==> src/rtl/edge_event_monitor.sv <==
// ---------------------------------------------------------------------------
// edge_event_monitor
//
// Purpose:
//   Watches CHANNELS asynchronous level signals. Each one passes through a
//   synchroniser. Rising, falling or both edges are detected per channel,
//   as selected by mode. Each channel keeps a saturating count of its
//   qualified edges. Events are handed out one at a time through a
//   valid/ready slot, chosen by a round-robin arbiter.
//
// Ports:
//   clk        in   1                     clock, rising edge
//   rst_n      in   1                     asynchronous reset, active low
//   sig_in     in   CHANNELS              monitored signals (async to clk)
//   mode       in   2*CHANNELS            per channel: 00 off, 01 rise,
//                                         10 fall, 11 both
//   clr        in   1                     zero counters and overflow flags
//   edge_pulse out  CHANNELS              one-cycle pulse per qualified edge
//   edge_cnt   out  CHANNELS*CNT_WIDTH    saturating counters, channel c
//                                         at [c*CNT_WIDTH +: CNT_WIDTH]
//   overflow   out  CHANNELS              sticky: an edge arrived while that
//                                         channel already had a pending event
//   evt_valid  out  1                     event slot occupied
//   evt_chan   out  CHAN_W                channel of the event in the slot
//   evt_ready  in   1                     consumer accepts the slot event
// ---------------------------------------------------------------------------
module edge_event_monitor #(
  parameter int CHANNELS    = 4,
  parameter int CNT_WIDTH   = 8,
  parameter int SYNC_STAGES = 2,
  localparam int CHAN_W     = (CHANNELS > 1) ? $clog2(CHANNELS) : 1
) (
  input  logic                          clk,
  input  logic                          rst_n,
  input  logic [CHANNELS-1:0]           sig_in,
  input  logic [2*CHANNELS-1:0]         mode,
  input  logic                          clr,
  output logic [CHANNELS-1:0]           edge_pulse,
  output logic [CHANNELS*CNT_WIDTH-1:0] edge_cnt,
  output logic [CHANNELS-1:0]           overflow,
  output logic                          evt_valid,
  output logic [CHAN_W-1:0]             evt_chan,
  input  logic                          evt_ready
);

  localparam int WARM_CYCLES = SYNC_STAGES + 1;
  localparam int WARM_W      = $clog2(WARM_CYCLES + 1);

  logic [SYNC_STAGES-1:0][CHANNELS-1:0]  sync_q, sync_d;
  logic [CHANNELS-1:0]                   prev_q, prev_d;
  logic [WARM_W-1:0]                     warm_q, warm_d;
  logic [CHANNELS-1:0]                   edge_pulse_q, edge_pulse_d;
  logic [CHANNELS-1:0][CNT_WIDTH-1:0]    cnt_q, cnt_d;
  logic [CHANNELS-1:0]                   overflow_q, overflow_d;
  logic [CHANNELS-1:0]                   pending_q, pending_d;
  logic                                  evt_valid_q, evt_valid_d;
  logic [CHAN_W-1:0]                     evt_chan_q, evt_chan_d;
  logic [CHAN_W-1:0]                     ptr_q, ptr_d;

  logic [CHANNELS-1:0] sync_s;
  logic                detect_en;
  logic [CHANNELS-1:0] qual;
  logic [CHANNELS-1:0] ovf_cond;
  logic                slot_load;
  logic [CHANNELS-1:0] grant;
  logic                grant_any;
  logic [CHAN_W-1:0]   grant_chan;
  logic [CHAN_W-1:0]   idx;

  // Channel number `offset` positions after `base`, wrapping at CHANNELS.
  function automatic logic [CHAN_W-1:0] rr_index(input logic [CHAN_W-1:0] base,
                                                 input int offset);
    int sum;
    sum = int'(base) + offset;
    if (sum >= CHANNELS) sum = sum - CHANNELS;
    return CHAN_W'(sum);
  endfunction

  // Synchroniser shift chain, previous-sample flop and warm-up counter.
  // Edge detection stays off until the chain has filled with real samples.
  // This stops a signal that is already high at reset release from
  // looking like a rising edge.
  always_comb begin
    sync_d    = {sync_q[SYNC_STAGES-2:0], sig_in};
    sync_s    = sync_q[SYNC_STAGES-1];
    prev_d    = sync_s;
    detect_en = (warm_q == WARM_W'(WARM_CYCLES));
    warm_d    = detect_en ? warm_q : warm_q + 1'b1;
  end

  // Edge qualification against the per-channel mode bits.
  always_comb begin
    qual = '0;
    for (int c = 0; c < CHANNELS; c++) begin
      qual[c] = detect_en &
                ((mode[2*c]   &  sync_s[c] & ~prev_q[c]) |
                 (mode[2*c+1] & ~sync_s[c] &  prev_q[c]));
    end
    edge_pulse_d = qual;
  end

  // Round-robin arbiter. The search starts at ptr_q, which always points
  // one past the most recently granted channel.
  always_comb begin
    slot_load  = !evt_valid_q || evt_ready;
    grant      = '0;
    grant_any  = 1'b0;
    grant_chan = '0;
    idx        = '0;
    if (slot_load) begin
      for (int k = 0; k < CHANNELS; k++) begin
        idx = rr_index(ptr_q, k);
        if (!grant_any && pending_q[idx]) begin
          grant_any  = 1'b1;
          grant_chan = idx;
          grant[idx] = 1'b1;
        end
      end
    end
  end

  // Counters, pending bits, overflow flags and the output slot.
  // A new edge on the channel being granted re-sets its pending bit.
  // That edge is a fresh event, not an overflow.
  always_comb begin
    ovf_cond  = qual & pending_q & ~grant;
    pending_d = (pending_q & ~grant) | qual;
    overflow_d = clr ? ovf_cond : (overflow_q | ovf_cond);
    for (int c = 0; c < CHANNELS; c++) begin
      if (clr) begin
        cnt_d[c] = CNT_WIDTH'(qual[c]);
      end else if (qual[c] && (cnt_q[c] != '1)) begin
        cnt_d[c] = cnt_q[c] + 1'b1;
      end else begin
        cnt_d[c] = cnt_q[c];
      end
    end
    evt_valid_d = slot_load ? grant_any : evt_valid_q;
    evt_chan_d  = (slot_load && grant_any) ? grant_chan : evt_chan_q;
    ptr_d       = grant_any ? rr_index(grant_chan, 1) : ptr_q;
  end

  always_ff @(posedge clk or negedge rst_n) begin
    if (!rst_n) begin
      sync_q       <= '0;
      prev_q       <= '0;
      warm_q       <= '0;
      edge_pulse_q <= '0;
      cnt_q        <= '0;
      overflow_q   <= '0;
      pending_q    <= '0;
      evt_valid_q  <= 1'b0;
      evt_chan_q   <= '0;
      ptr_q        <= '0;
    end else begin
      sync_q       <= sync_d;
      prev_q       <= prev_d;
      warm_q       <= warm_d;
      edge_pulse_q <= edge_pulse_d;
      cnt_q        <= cnt_d;
      overflow_q   <= overflow_d;
      pending_q    <= pending_d;
      evt_valid_q  <= evt_valid_d;
      evt_chan_q   <= evt_chan_d;
      ptr_q        <= ptr_d;
    end
  end

  assign edge_pulse = edge_pulse_q;
  assign edge_cnt   = cnt_q;
  assign overflow   = overflow_q;
  assign evt_valid  = evt_valid_q;
  assign evt_chan   = evt_chan_q;

endmodule

==> config.mk <==
export PLATFORM = sky130hd
export DESIGN_NAME = edge_event_monitor
export DESIGN_NICKNAME = d
export VERILOG_FILES = /design/src/rtl/edge_event_monitor.sv
export SDC_FILE = /design/constraint.sdc
export NUM_CORES = 1
export LEC_CHECK = 0
export ABC_AREA = 1
export CAP_MARGIN = 15
export CELL_PAD_IN_SITES_DETAIL_PLACEMENT = 0
export CELL_PAD_IN_SITES_GLOBAL_PLACEMENT = 1
export CORE_MARGIN = 4
export CORE_UTILIZATION = 35
export CTS_CLUSTER_DIAMETER = 30
export DETAILED_ROUTE_END_ITERATION = 16
export GPL_ROUTABILITY_DRIVEN = 0
export PLACE_DENSITY_LB_ADDON = 0.1
export SETUP_SLACK_MARGIN = 0.05
export SLEW_MARGIN = 5
export SYNTH_ARGS = -nofsm -noshare
export SYNTH_HDL_FRONTEND = slang
export SYNTH_SLANG_ARGS = --single-unit
==> constraint.sdc <==
create_clock -name clk -period 4.7 [get_ports clk]
set_input_delay 1.41 -clock clk [delete_from_list [all_inputs] [get_ports clk]]
set_output_delay 1.41 -clock clk [all_outputs]
set_load 0.01 [all_outputs]
* Word-level counts from Yosys, hierarchy flattened
Cells that the tools add are included.
Cells by class: reductions and logical operators 21, $lt $le $gt $ge 13, mux-type cells 55, equality and inequality tests 5, bitwise logic cells 41, add/sub/neg operators 14
Operators with widths (count):
- $mux 8 | 8
- $mux 4 | 9
- $add 8x1->8 const B | 4
- $ne 8x8->1 const B | 4
- $mux 2 | 14
- $and 1x1->1 | 20
- $or 4x4->4 | 5
- $mux 1 | 16
- $and 4x4->4 | 3
- $ge 3x3->1 const B | 4
- $logic_and 1x1->1 | 12
- $lt 2x3->1 const B | 4
- $sub 2x1->2 const B | 5
- $bmux 1 s2 | 4
- $demux 1 s2 | 4
- $ge 2x1->1 const B | 4
- $not 1->1 | 8
- $reduce_bool 2->1 | 4
- $add 2x1->3 const B | 2
- $add 2x2->3 const B | 2
- $logic_not 1->1 | 4
- $not 4->4 | 1
- $or 1x1->1 | 4
- $ge 2x3->1 const B | 1
- other kinds (3) | 3
Storage, ports and cells: word-level logic and storage cells 163, output and inout port bits 43, bits of input ports 16, bits in registers 63

* Longest topological paths before layout
Gate-level depths: netlist of run 1.
depth in word-level cells 23, depth in mapped cells 12, gate-level depth less buffers 12

* Worst setup path after synthesis of run 1
OpenSTA, ideal clock, no wires.
path kind in2reg, start input mode[3], end register cnt_q (netlist bit edge_cnt[11]), setup slack 2.290 ns, stages on the path 10, data required time 4.580 ns, library setup time 0.120 ns, data arrival time 2.290 ns, path buffers 0, cells stage by stage a21boi_0 -> nor2_1 -> nand2_1 -> clkinv_1 -> nand2_1 -> nand2_2 -> nand2_1 -> inv_2 -> o21ai_0 -> nor2_1
Between the ends: longest elaborated chain between the ends 6
RTL lines:
- from (decl) | RTL line 36 | input logic [2*CHANNELS-1:0] mode,
- $and 1x1->1 (2 in series) | RTL line 97 | (mode[2*c+1] & ~sync_s[c] & prev_q[c]));
- $or 1x1->1 | RTL line 96 | ((mode[2*c] & sync_s[c] & ~prev_q[c]) |
- $and 1x1->1 | RTL line 95 | qual[c] = detect_en &
- net edge_pulse_d[1] | RTL line 52 | logic [CHANNELS-1:0] edge_pulse_q, edge_pulse_d;
- $logic_and 1x1->1 | RTL line 132 | end else if (qual[c] && (cnt_q[c] != '1)) begin
- $reduce_bool 2->1 (no line)
- to (signal assigned) | RTL line 160 | cnt_q <= cnt_d;
- to (decl) | RTL line 53 | logic [CHANNELS-1:0][CNT_WIDTH-1:0] cnt_q, cnt_d;
The timed path passes the listed nets, and every way through them passes these cells. A chain may end at the register's enable or synchronous reset.

* Final worst setup path of run 1
start input clr, end register cnt_q (netlist bit edge_cnt[11])
Between the ends: longest elaborated chain between the ends 1, elaborated cells between the ends (all ways) 2, those cells by class mux (1); reduce/logical (1)
RTL lines:
- from (decl) | RTL line 37 | input logic clr,
- $mux 8 or $reduce_bool 2->1 (tied branches)
Several ways; a longest one is shown, not always the timed one.

==> results of run 1 <==
worst max path at each step:
stage / startpoint / endpoint / slack (ps) / cells after the start
finish: clr / edge_cnt[11] / 1690 / 8
global route: clr / edge_cnt[11] / 1550 / 8
CTS: clr / edge_cnt[11] / 1700 / 8
detailed placement: clr / edge_cnt[11] / 1310 / 8
global placement: clr / edge_cnt[11] / 1350 / 8
floorplan: mode[3] / edge_cnt[11] / 2290 / 10
power groups by stage:
stage	clock [W]	sequential, W	combinational [W]
after floorplan	0	0.000691	0.000521
after global placement	0	0.000704	0.000750
after detailed placement	0	0.000702	0.000750
after CTS	0.000488	0.000695	0.000753
after global routing	0.000505	0.000706	0.000850
final	0.000470	0.000694	0.000748
cell families after synthesis:
kind of cell	Yosys count	share of synthesized area (%)
compound gates	56	10.4
xor+xnor	6	1.59
fa+ha+maj	12	4.54
buf+inv	55	6.58
flops	63	47.6
simple gates	210	29.3
Yosys cell counts, drive strengths merged (2+ instances only):
library cell    n
nor2           32
clkbuf          3
dfrtp          63
o21ai          15
a211oi          2
nand4           5
xor2            5
a21boi          7
o22ai           3
ha             12
nor3           11
buf             2
nand2         122
o21a            2
clkinv          2
o31ai           4
nand3          39
a21oi          20
inv            48
sequential cells by signal, indices dropped and copies added (netlist names):
signal and flops:
prev_d 4, overflow 4, warm_q 2, edge_pulse 4, evt_chan 2, pending_q 4
evt_valid 1, sync_d 4, ptr_q 2, prev_q 4, edge_cnt 32
layer usage:
layer / vias up / wire [um]
met5: - / 0
met4: 0 / 75
met3: 7 / 373
met2: 62 / 3580
met1: 1285 / 3890
li1: 1438 / -
area by class of cell:
type | instances | area (um2) | area share (%)
Clock inverter | 7 | 72.6 | 1.71
Clock buffer | 9 | 124 | 2.93
Tap cell | 129 | 161 | 3.81
Inverter | 50 | 191 | 4.52
Timing Repair Buffer | 60 | 591 | 14.0
Multi-Input combinational cell | 284 | 1520 | 35.8
Sequential cell | 63 | 1580 | 37.3
stage by stage:
stage | util [%] | setup WS, ps | instance area, um2
global route | 45.8 | 1550 | 4230
finish | 45.8 | 1690 | 4230
floorplan | - | 2290 | 3310
global placement | 43.7 | 1350 | 4040
CTS | 45.8 | 1700 | 4230
detailed placement | 43.7 | 1310 | 4040
==> metrics.md, run 1 <==
| Metric | Value |
|---|---|
| Outcome | `finished clean` |
| Unrepaired setup endpoints after global routing | `no` |
| Combinational Power Share | `39.1%` |
| Area growth, synth to finish | `27.9%` |
| GR Util All Layers | `15.1%` |
| Crit. End Element | `flop` |
| Core Box Area | `9240 um2` |
| Worst-case vdd ir drop | `157 uV` |
| Vias in the first global route | `2,700` |
| R2r worst-path depth | `12` |
| WHS Endpoint | `prev_d[2]` |
| Die height | `105 um` |
| Hold Path Class | `reg -> reg` |
| First-pass GRT wire length | `13,500 um` |
| Final setup vio count | `0` |
| Critical path class | `in -> reg` |
| Max Fclk | `333 MHz` |
| CTS Buf Count | `9` |
| Clk sinks | `63` |
| Critical path data arrival time | `3240 ps` |
| Fin crit period | `3010 ps` |
| 1st-pass router iterations | `5` |
| Hold Path Cell Cnt | `0` |
| Post-route setup TNS | `0 ps` |
| 1st-iter DRT viols | `98` |
| Max Root-Sink Buffers | `2` |
| Reg clk slew, reported paths | `80 ps` |
| PortBufs | `58` |
| Buf/Inv on CP | `4` |
| Number of synthesis warnings | `0` |
| Most common cell after layout, fill and taps aside | `nand2_1` |
| Clock root buffer | `clkbuf_8` |
| Commonest non-fill, non-tap cells in the layout | `112 x nand2_1, 63 x dfrtp_1, 57 x clkdlybuf4s50_1, 42 x inv_1, 36 x nand3_1` |
| Critical Path Fanout Max | `29` |
| Net count after synthesis | `430` |
| Psw | `0.000782 W` |
| Vias per cell | `4.64` |
| Layout Cells excl Fill | `602` |
| Hold_buf cts | `0` |
| Drt total wl | `7920 um` |
| CP Launch Type | `input port` |
| Initial Utilization | `35.8%` |
| Top cell type's share of synthesized area | `47.6%` |
| Final Max Slew Viols | `0` |
| Clk Latency, worst-skew pair | `340 ps` |
| Top cells by area, synth | `dfrtp_1 48%, nand2_1 13%, nand3_1 5.4%` |
| Hold path start | `sync_d[6]` |
| Slew Limit Headroom | `34.6%` |
| Final nets | `496` |
| Sequential area share after synthesis | `47.6%` |
| Worst Tran Pin Value | `982 ps` |
| Setup slack, reg-to-reg | `2270 ps` |
| Slowest stage cell on the critical path | `inv_1` |
| Critical Path RT | `4930 ps` |
| Post-route ant nets | `0` |
| Met3 Use GR | `4.10%` |
| Synth area leader | `dfrtp_1` |
| # rows | `35` |
| Layout cells sized above 1 | `10.4%` |
| LEAKAGE | `1.98 nW` |
| Mapped Cells | `402` |
| Worst reg2reg endpoint | `overflow[2]` |
| GRT met1 Usage | `21.3%` |
| Final hold violations | `0` |
| Final-layout fill cell count | `920` |
| Post-synth EDFFs | `0` |
| Largest net degree at the start of global routing | `43` |
| Switching share of total power | `40.9%` |
| Yosys reg bits | `63` |
| Yosys cell types | `35` |
| Post-Syn Area | `3310 um2` |
| Clock group share of total power | `24.6%` |
| Antenna violations before repair | `0` |
| Clock Skews | `12.0 ps` |
| Drt wl/cell | `13.2 um` |
| Resized cells post-CTS | `0` |
| Max stage delay on crit path | `690 ps` |
| Number of max-cap violations | `0` |
| # IOs | `59` |
| Layer with the highest usage | `met2` |
| Pwr/cell area | `452 nW/um2` |
| Critical path, cell by cell | `clkdlybuf4s50_1, buf_4, inv_1, nand2_2, nand2_1, inv_2, o21ai_0, nor2_1` |
| Vias after detailed routing | `2,792` |
| Delay-heaviest family, CP | `buffers and inverters` |
| Ant. Diodes | `0` |
| Die W | `105 um` |
| Met2 Track Usage GR | `23.1%` |
| TritonCTS clock tree | `built` |
| Seq pwr share | `36.3%` |
| DRC | `0` |
| Worst R2R Start | `ptr_q[0]` |
| Pwr Total | `0.00191 W` |
| Final HPWL DP | `5570 um` |
| Worst hold slack | `356 ps` |
| Post-CTS Setup Repair Bufs | `0` |
| Final cycle utilization of the critical path | `63.9%` |
| Main flop type after synthesis | `dfrtp_1` |
| Cell total after placement | `586` |
| Post-Syn Area per Cell | `8.23 um2` |
| Die area | `11,100 um2` |
| Fraction of registers with async set/reset | `100%` |
| Number of H-tree levels | `3` |
| Internal power | `0.00113 W` |
| Grt ovf | `0` |
Note: power is estimated with default switching activity, not from simulation.
==> run 2, diff against run 1 <==
- clock period: 4.7 -> 3 ns (I/O delays scaled with it)
==> run 2 against run 1 <==
Against the previous run: core utilization grew 0.11 points; critical path type is now reg -> reg; via count rose by 0.93%; largest cell class unchanged; sequential share of layout area shrank 0.088 points; clock skew rose by 3.7 ps; critical path depth increased by 4; worst setup slack lost 1000 ps; global-route usage barely moved.
==> metrics.md, run 2 (same netlist as run 1, synthesis figures left out) <==
| Metric | Value |
|---|---|
| Outcome | `finished clean` |
| Pwr/cell area | `687 nW/um2 (+52%)` |
| CP Launch Type | `flop` |
| Number of max-cap violations | `0 (unchanged)` |
| Final HPWL DP | `5600 um (+0.56%)` |
| Hold Path Cell Cnt | `0 (unchanged)` |
| GRT met1 Usage | `21.5% (+0.29 points)` |
| Unrepaired setup endpoints after global routing | `no` |
| Crit. End Element | `flop` |
| Die W | `105 um (unchanged)` |
| 1st-iter DRT viols | `82 (-16%)` |
| Final-layout fill cell count | `918 (-0.22%)` |
| Area of the multi-input gates | `1520 um2 (unchanged)` |
| Pre-CTS setup slack | `414 ps (-901 ps)` |
| Worst-case vdd ir drop | `299 uV (+91%)` |
| Most common cell after layout, fill and taps aside | `nand2_1` |
| Critical path, cell by cell | `inv_1, ha_1, inv_1, nand3_1, nand2_2, nand3_2, inv_2, nand2_1, nand3_1, nand2_1, nand2_1, nand2_1` |
| Vias after detailed routing | `2,818 (+0.93%)` |
| Seq. cell area | `1580 um2 (unchanged)` |
| Cell total after placement | `590 (+0.68%)` |
| GR Util All Layers | `15.2% (+0.043 points)` |
| Max Root-Sink Buffers | `2 (unchanged)` |
| Clock root buffer | `clkbuf_8` |
| Clk sinks | `63 (unchanged)` |
| Core Box Area | `9240 um2 (unchanged)` |
| CTS Buf Count | `9 (unchanged)` |
| Clk Latency, worst-skew pair | `340 ps (about the same)` |
| Die height | `105 um (unchanged)` |
| Number of H-tree levels | `3 (unchanged)` |
| CP dominant cell by count | `nand2_1` |
| Worst hold slack | `350 ps (-5.88 ps)` |
| WP depth | `12 (+4)` |
| Critical Path RT | `3220 ps (-1710 ps)` |
| Drt total wl | `7780 um (-1.7%)` |
| Met3 Use GR | `3.92% (-0.18 points)` |
| Post-route ant nets | `0 (unchanged)` |
| Fin crit period | `2300 ps` |
| Cell Area, Placed | `4080 um2 (+1.1%)` |
| Ant. Diodes | `0 (unchanged)` |
| Delay-heaviest family, CP | `simple AND/OR/NAND/NOR gates` |
| Largest register FFs | `32 (unchanged)` |
| Final hold violations | `0 (unchanged)` |
| Commonest non-fill, non-tap cells in the layout | `112 x nand2_1, 63 x dfrtp_1, 57 x clkdlybuf4s50_1, 42 x inv_1, 36 x nand3_1` |
| Design area | `4240 um2 (+0.24%)` |
| Die area | `11,100 um2 (unchanged)` |
| PortBufs | `58 (unchanged)` |
| Area growth, synth to finish | `28.2%` |
| Layout cells sized above 1 | `10.7% (+0.35 points)` |
| Resized cells post-CTS | `0 (unchanged)` |
| DRC | `0 (unchanged)` |
| Initial Utilization | `35.8% (unchanged)` |
| Final setup vio count | `0 (unchanged)` |
| # rows | `35 (unchanged)` |
| 1st-pass router iterations | `4 (-1)` |
| First-pass GRT wire length | `13,600 um (+0.36%)` |
| Clock Skews | `15.7 ps (+3.69 ps)` |
| Post-route setup TNS | `0 ps (unchanged)` |
| Buf/Inv on CP | `3 (-1)` |
| LEAKAGE | `1.99 nW (+0.65%)` |
| Slew Limit Headroom | `64.5% (+30 points)` |
| Reg clk slew, reported paths | `80 ps (about the same)` |
| Max stage delay on crit path | `600 ps (-90 ps)` |
| Layout Cells excl Fill | `605 (+0.50%)` |
| Met2 Track Usage GR | `22.8% (-0.36 points)` |
| Max Fclk | `434 MHz` |
| Final cycle utilization of the critical path | `76.7%` |
| Post-CTS Setup Repair Bufs | `0 (unchanged)` |
| Antenna violations before repair | `0 (unchanged)` |
| Final Max Slew Viols | `0 (unchanged)` |
| Worst Tran Pin Value | `532 ps (-449 ps)` |
| Layer with the highest usage | `met2` |
| Hold_buf cts | `0 (unchanged)` |
| Slowest stage cell on the critical path | `dfrtp_1` |
| Vias in the first global route | `2,769 (+2.6%)` |
| Hold Path Class | `reg -> reg` |
| Critical path class | `reg -> reg` |
| Critical path data arrival time | `2530 ps (-710 ps)` |
| Drt wl/cell | `12.9 um (-2.2%)` |
| R2r worst-path depth | `12 (unchanged)` |
| Vias per cell | `4.66 (+0.43%)` |
| Largest net degree at the start of global routing | `64 (+49%)` |
| Final nets | `500 (+0.81%)` |
| Grt ovf | `0 (unchanged)` |
| Critical Path Fanout Max | `10 (-66%)` |
| TritonCTS clock tree | `built` |
| Setup ws final | `698 ps (-997 ps)` |
| # IOs | `59 (unchanged)` |
## run 2: area by class of cell
type	count	area share, %
flip-flops and latches	63	37.2
multi-input cells	284	35.7
repair buffers	64	14.9
inverters	50	4.51
well taps	129	3.81
clock buffers	11	3.33
clock inverters	4	0.531
## run 2: path summary, 6_finish.rpt
path	from	end	slack, ps
max in group asynchronous	rst_n	pending_q[0]	2140
min reg2reg	sync_d[6]	prev_d[2]	350
max	ptr_q[1]	overflow[2]	700
min	sync_d[6]	prev_d[2]	350
max reg2reg	ptr_q[1]	overflow[2]	700
min in group asynchronous	rst_n	ptr_q[0]	540
## run 2: report_power, final
group | internal [W] | total [W] | switching [W]
clock | 0.000314 | 0.000649 | 0.000335
sequential | 0.000955 | 0.00105 | 0.0000997
combinational | 0.000449 | 0.00121 | 0.000760
total | 0.00172 | 0.00291 | 0.00119
## run 2: metal layers
layer	up-vias	part of all wire, %
li1	1438	-
met1	1296	49
met2	70	44
met3	14	4.5
met4	0	1.5
met5	-	0
## run 2: through the flow
stage	utilization, %	power [W]
floorplan	-	0.00190
global placement	44.1	0.00230
detailed placement	44.1	0.00229
CTS	45.9	0.00296
global route	45.9	0.00317
finish	45.9	0.00291
==> run 3, diff against run 2 <==
- clock period: 3 -> 2 ns (I/O delays scaled with it)
==> run 3 against run 2 <==
Against the previous run: sequential power grew 47%; register-to-register slack worse by 510 ps; largest cell class unchanged; die area stayed put; critical endpoint is now overflow[0]; highest routed layer unchanged; via count is 4.8% higher; largest power group unchanged.
==> metrics.md, run 3 (same netlist as run 1, synthesis figures left out) <==
| Metric | Value |
|---|---|
| PortBufs | `58 (unchanged)` |
| Cell Area, Placed | `4220 um2 (+3.5%)` |
| Hold Path Class | `in -> async` |
| Fin crit period | `1890 ps` |
| Slowest stage cell on the critical path | `clkdlybuf4s50_1` |
| Number of max-cap violations | `0 (unchanged)` |
| Largest net degree at the start of global routing | `50 (-22%)` |
| Max stage delay on crit path | `560 ps (-40 ps)` |
| Critical path, cell by cell | `clkdlybuf4s50_1` |
| Final HPWL DP | `5980 um (+6.8%)` |
| Initial Utilization | `35.8% (unchanged)` |
| Final setup vio count | `0 (unchanged)` |
| GR Util All Layers | `15.4% (+0.21 points)` |
| Reg clk slew, reported paths | `70 ps (about the same)` |
| CP Launch Type | `flop` |
| Antenna violations before repair | `0 (unchanged)` |
| Area growth, synth to finish | `38.5%` |
| Drt total wl | `8190 um (+5.2%)` |
| Clk sinks | `63 (unchanged)` |
| Most common cell after layout, fill and taps aside | `nand2_1` |
| Final cycle utilization of the critical path | `94.6%` |
| Core Box Area | `9240 um2 (unchanged)` |
| Number of H-tree levels | `3 (unchanged)` |
| DRC | `0 (unchanged)` |
| Max Root-Sink Buffers | `2 (unchanged)` |
| # rows | `35 (unchanged)` |
| Die height | `105 um (unchanged)` |
| Post-route ant nets | `0 (unchanged)` |
| Vias in the first global route | `2,825 (+2.0%)` |
| Critical path class | `reg -> out` |
| LEAKAGE | `2.33 nW (+17%)` |
| Final nets | `536 (+7.2%)` |
| Crit. End Element | `output port` |
| Critical Path RT | `1400 ps (-1820 ps)` |
| Vias after detailed routing | `2,953 (+4.8%)` |
| CTS Buf Count | `9 (unchanged)` |
| Final hold violations | `0 (unchanged)` |
| Buf/Inv on CP | `1 (-2)` |
| Outcome | `finished clean` |
| Unrepaired setup endpoints after global routing | `yes` |
| 1st-pass router iterations | `4 (unchanged)` |
| Die area | `11,100 um2 (unchanged)` |
| Slew Limit Headroom | `72.1% (+7.6 points)` |
| Hold_buf cts | `0 (unchanged)` |
| Design area | `4580 um2 (+8.1%)` |
| Pwr/cell area | `1020 nW/um2 (+48%)` |
| Clock Skews | `10.9 ps (-4.75 ps)` |
| Layout cells sized above 1 | `18.5% (+7.8 points)` |
| Worst Tran Pin Value | `416 ps (-117 ps)` |
| Worst-case vdd ir drop | `423 uV (+41%)` |
| Grt ovf | `0 (unchanged)` |
| Drt wl/cell | `12.8 um (-0.86%)` |
| Final core occ | `49.6% (+3.7 points)` |
| Delay-heaviest family, CP | `buffers and inverters` |
| 1st-iter DRT viols | `78 (-4.9%)` |
| # IOs | `59 (unchanged)` |
| Final-layout fill cell count | `928 (+1.1%)` |
| Clock root buffer | `clkbuf_8` |
| Critical path data arrival time | `1290 ps (-1240 ps)` |
| Ant. Diodes | `0 (unchanged)` |
| Vias per cell | `4.60 (-1.2%)` |
| Commonest non-fill, non-tap cells in the layout | `111 x nand2_1, 63 x dfrtp_1, 47 x clkdlybuf4s50_1, 41 x buf_4, 39 x inv_1` |
| Pwr Total | `0.00466 W (+60%)` |
| Largest register FFs | `32 (unchanged)` |
| TritonCTS clock tree | `built` |
| Final Max Slew Viols | `0 (unchanged)` |
| Max Fclk | `528 MHz` |
| Critical Path Fanout Max | `2 (-8)` |
| First-pass GRT wire length | `13,800 um (+1.4%)` |
| Clk Latency, worst-skew pair | `340 ps (about the same)` |
| Die W | `105 um (unchanged)` |
==> run 3: layer usage <==
layer / global-route usage, % / routed length [um] / up-vias / part of all wire (%)
li1: - / - / 1519 / -
met5: 0 / 0 / - / 0
met3: 4.78 / 402 / 12 / 4.9
met1: 19.9 / 3760 / 1359 / 46
met2: 25.4 / 3940 / 63 / 48
met4: 3.09 / 87 / 0 / 1.1
==> run 3: layout make-up <==
| type | instances | area [um2] | share of cell area (%) |
|---|---|---|---|
| clock buffers | 9 | 124 | 2.70 |
| clock inverters | 7 | 80.1 | 1.75 |
| repair buffers | 100 | 921 | 20.1 |
| flip-flops and latches | 63 | 1580 | 34.4 |
| multi-input cells | 284 | 1530 | 33.4 |
| well taps | 129 | 161 | 3.52 |
| inverters | 50 | 191 | 4.18 |
==> run 3: path summary, 6_finish.rpt <==
kind                            slack (ps)  depth (start not counted)        start           to
worst max-delay path                   110                          1  overflow[0]  overflow[0]
worst min-delay path                   100                          1        rst_n  evt_chan[0]
worst max register to register         190                         12     ptr_q[1]  overflow[2]
worst min register to register         350                          0    sync_d[6]    prev_d[2]
max in group asynchronous             1400                          2        rst_n    prev_q[2]
min in group clk                       350                          0    sync_d[6]    prev_d[2]
==> run 3: power breakdown <==
| part | internal, W | total [W] | switching (W) |
|---|---|---|---|
| Clock | 0.000588 | 0.00114 | 0.000549 |
| Sequential | 0.00143 | 0.00154 | 0.000111 |
| Combinational | 0.000766 | 0.00198 | 0.00122 |
==> run 3: timing repair <==
item / in CTS / in global routing
setup buffers: 9 / 8
gates resized for setup: 2 / 15
pin swaps: 0 / 1
endpoints found under the setup margin: 11 / 19
cloned: 0 / 0
==> run 3: stage by stage <==
step	hold WS, ps	setup slack, ps	cells	TNS [ps]
3_5_place_dp	337	-184	609	-2280
4_1_cts	81.7	51.7	634	0
6_report	96.2	108	642	0
5_1_grt	80.0	32.4	642	0
3_3_place_gp	334	-146	609	-1510
2_1_floorplan	304	150	402	0
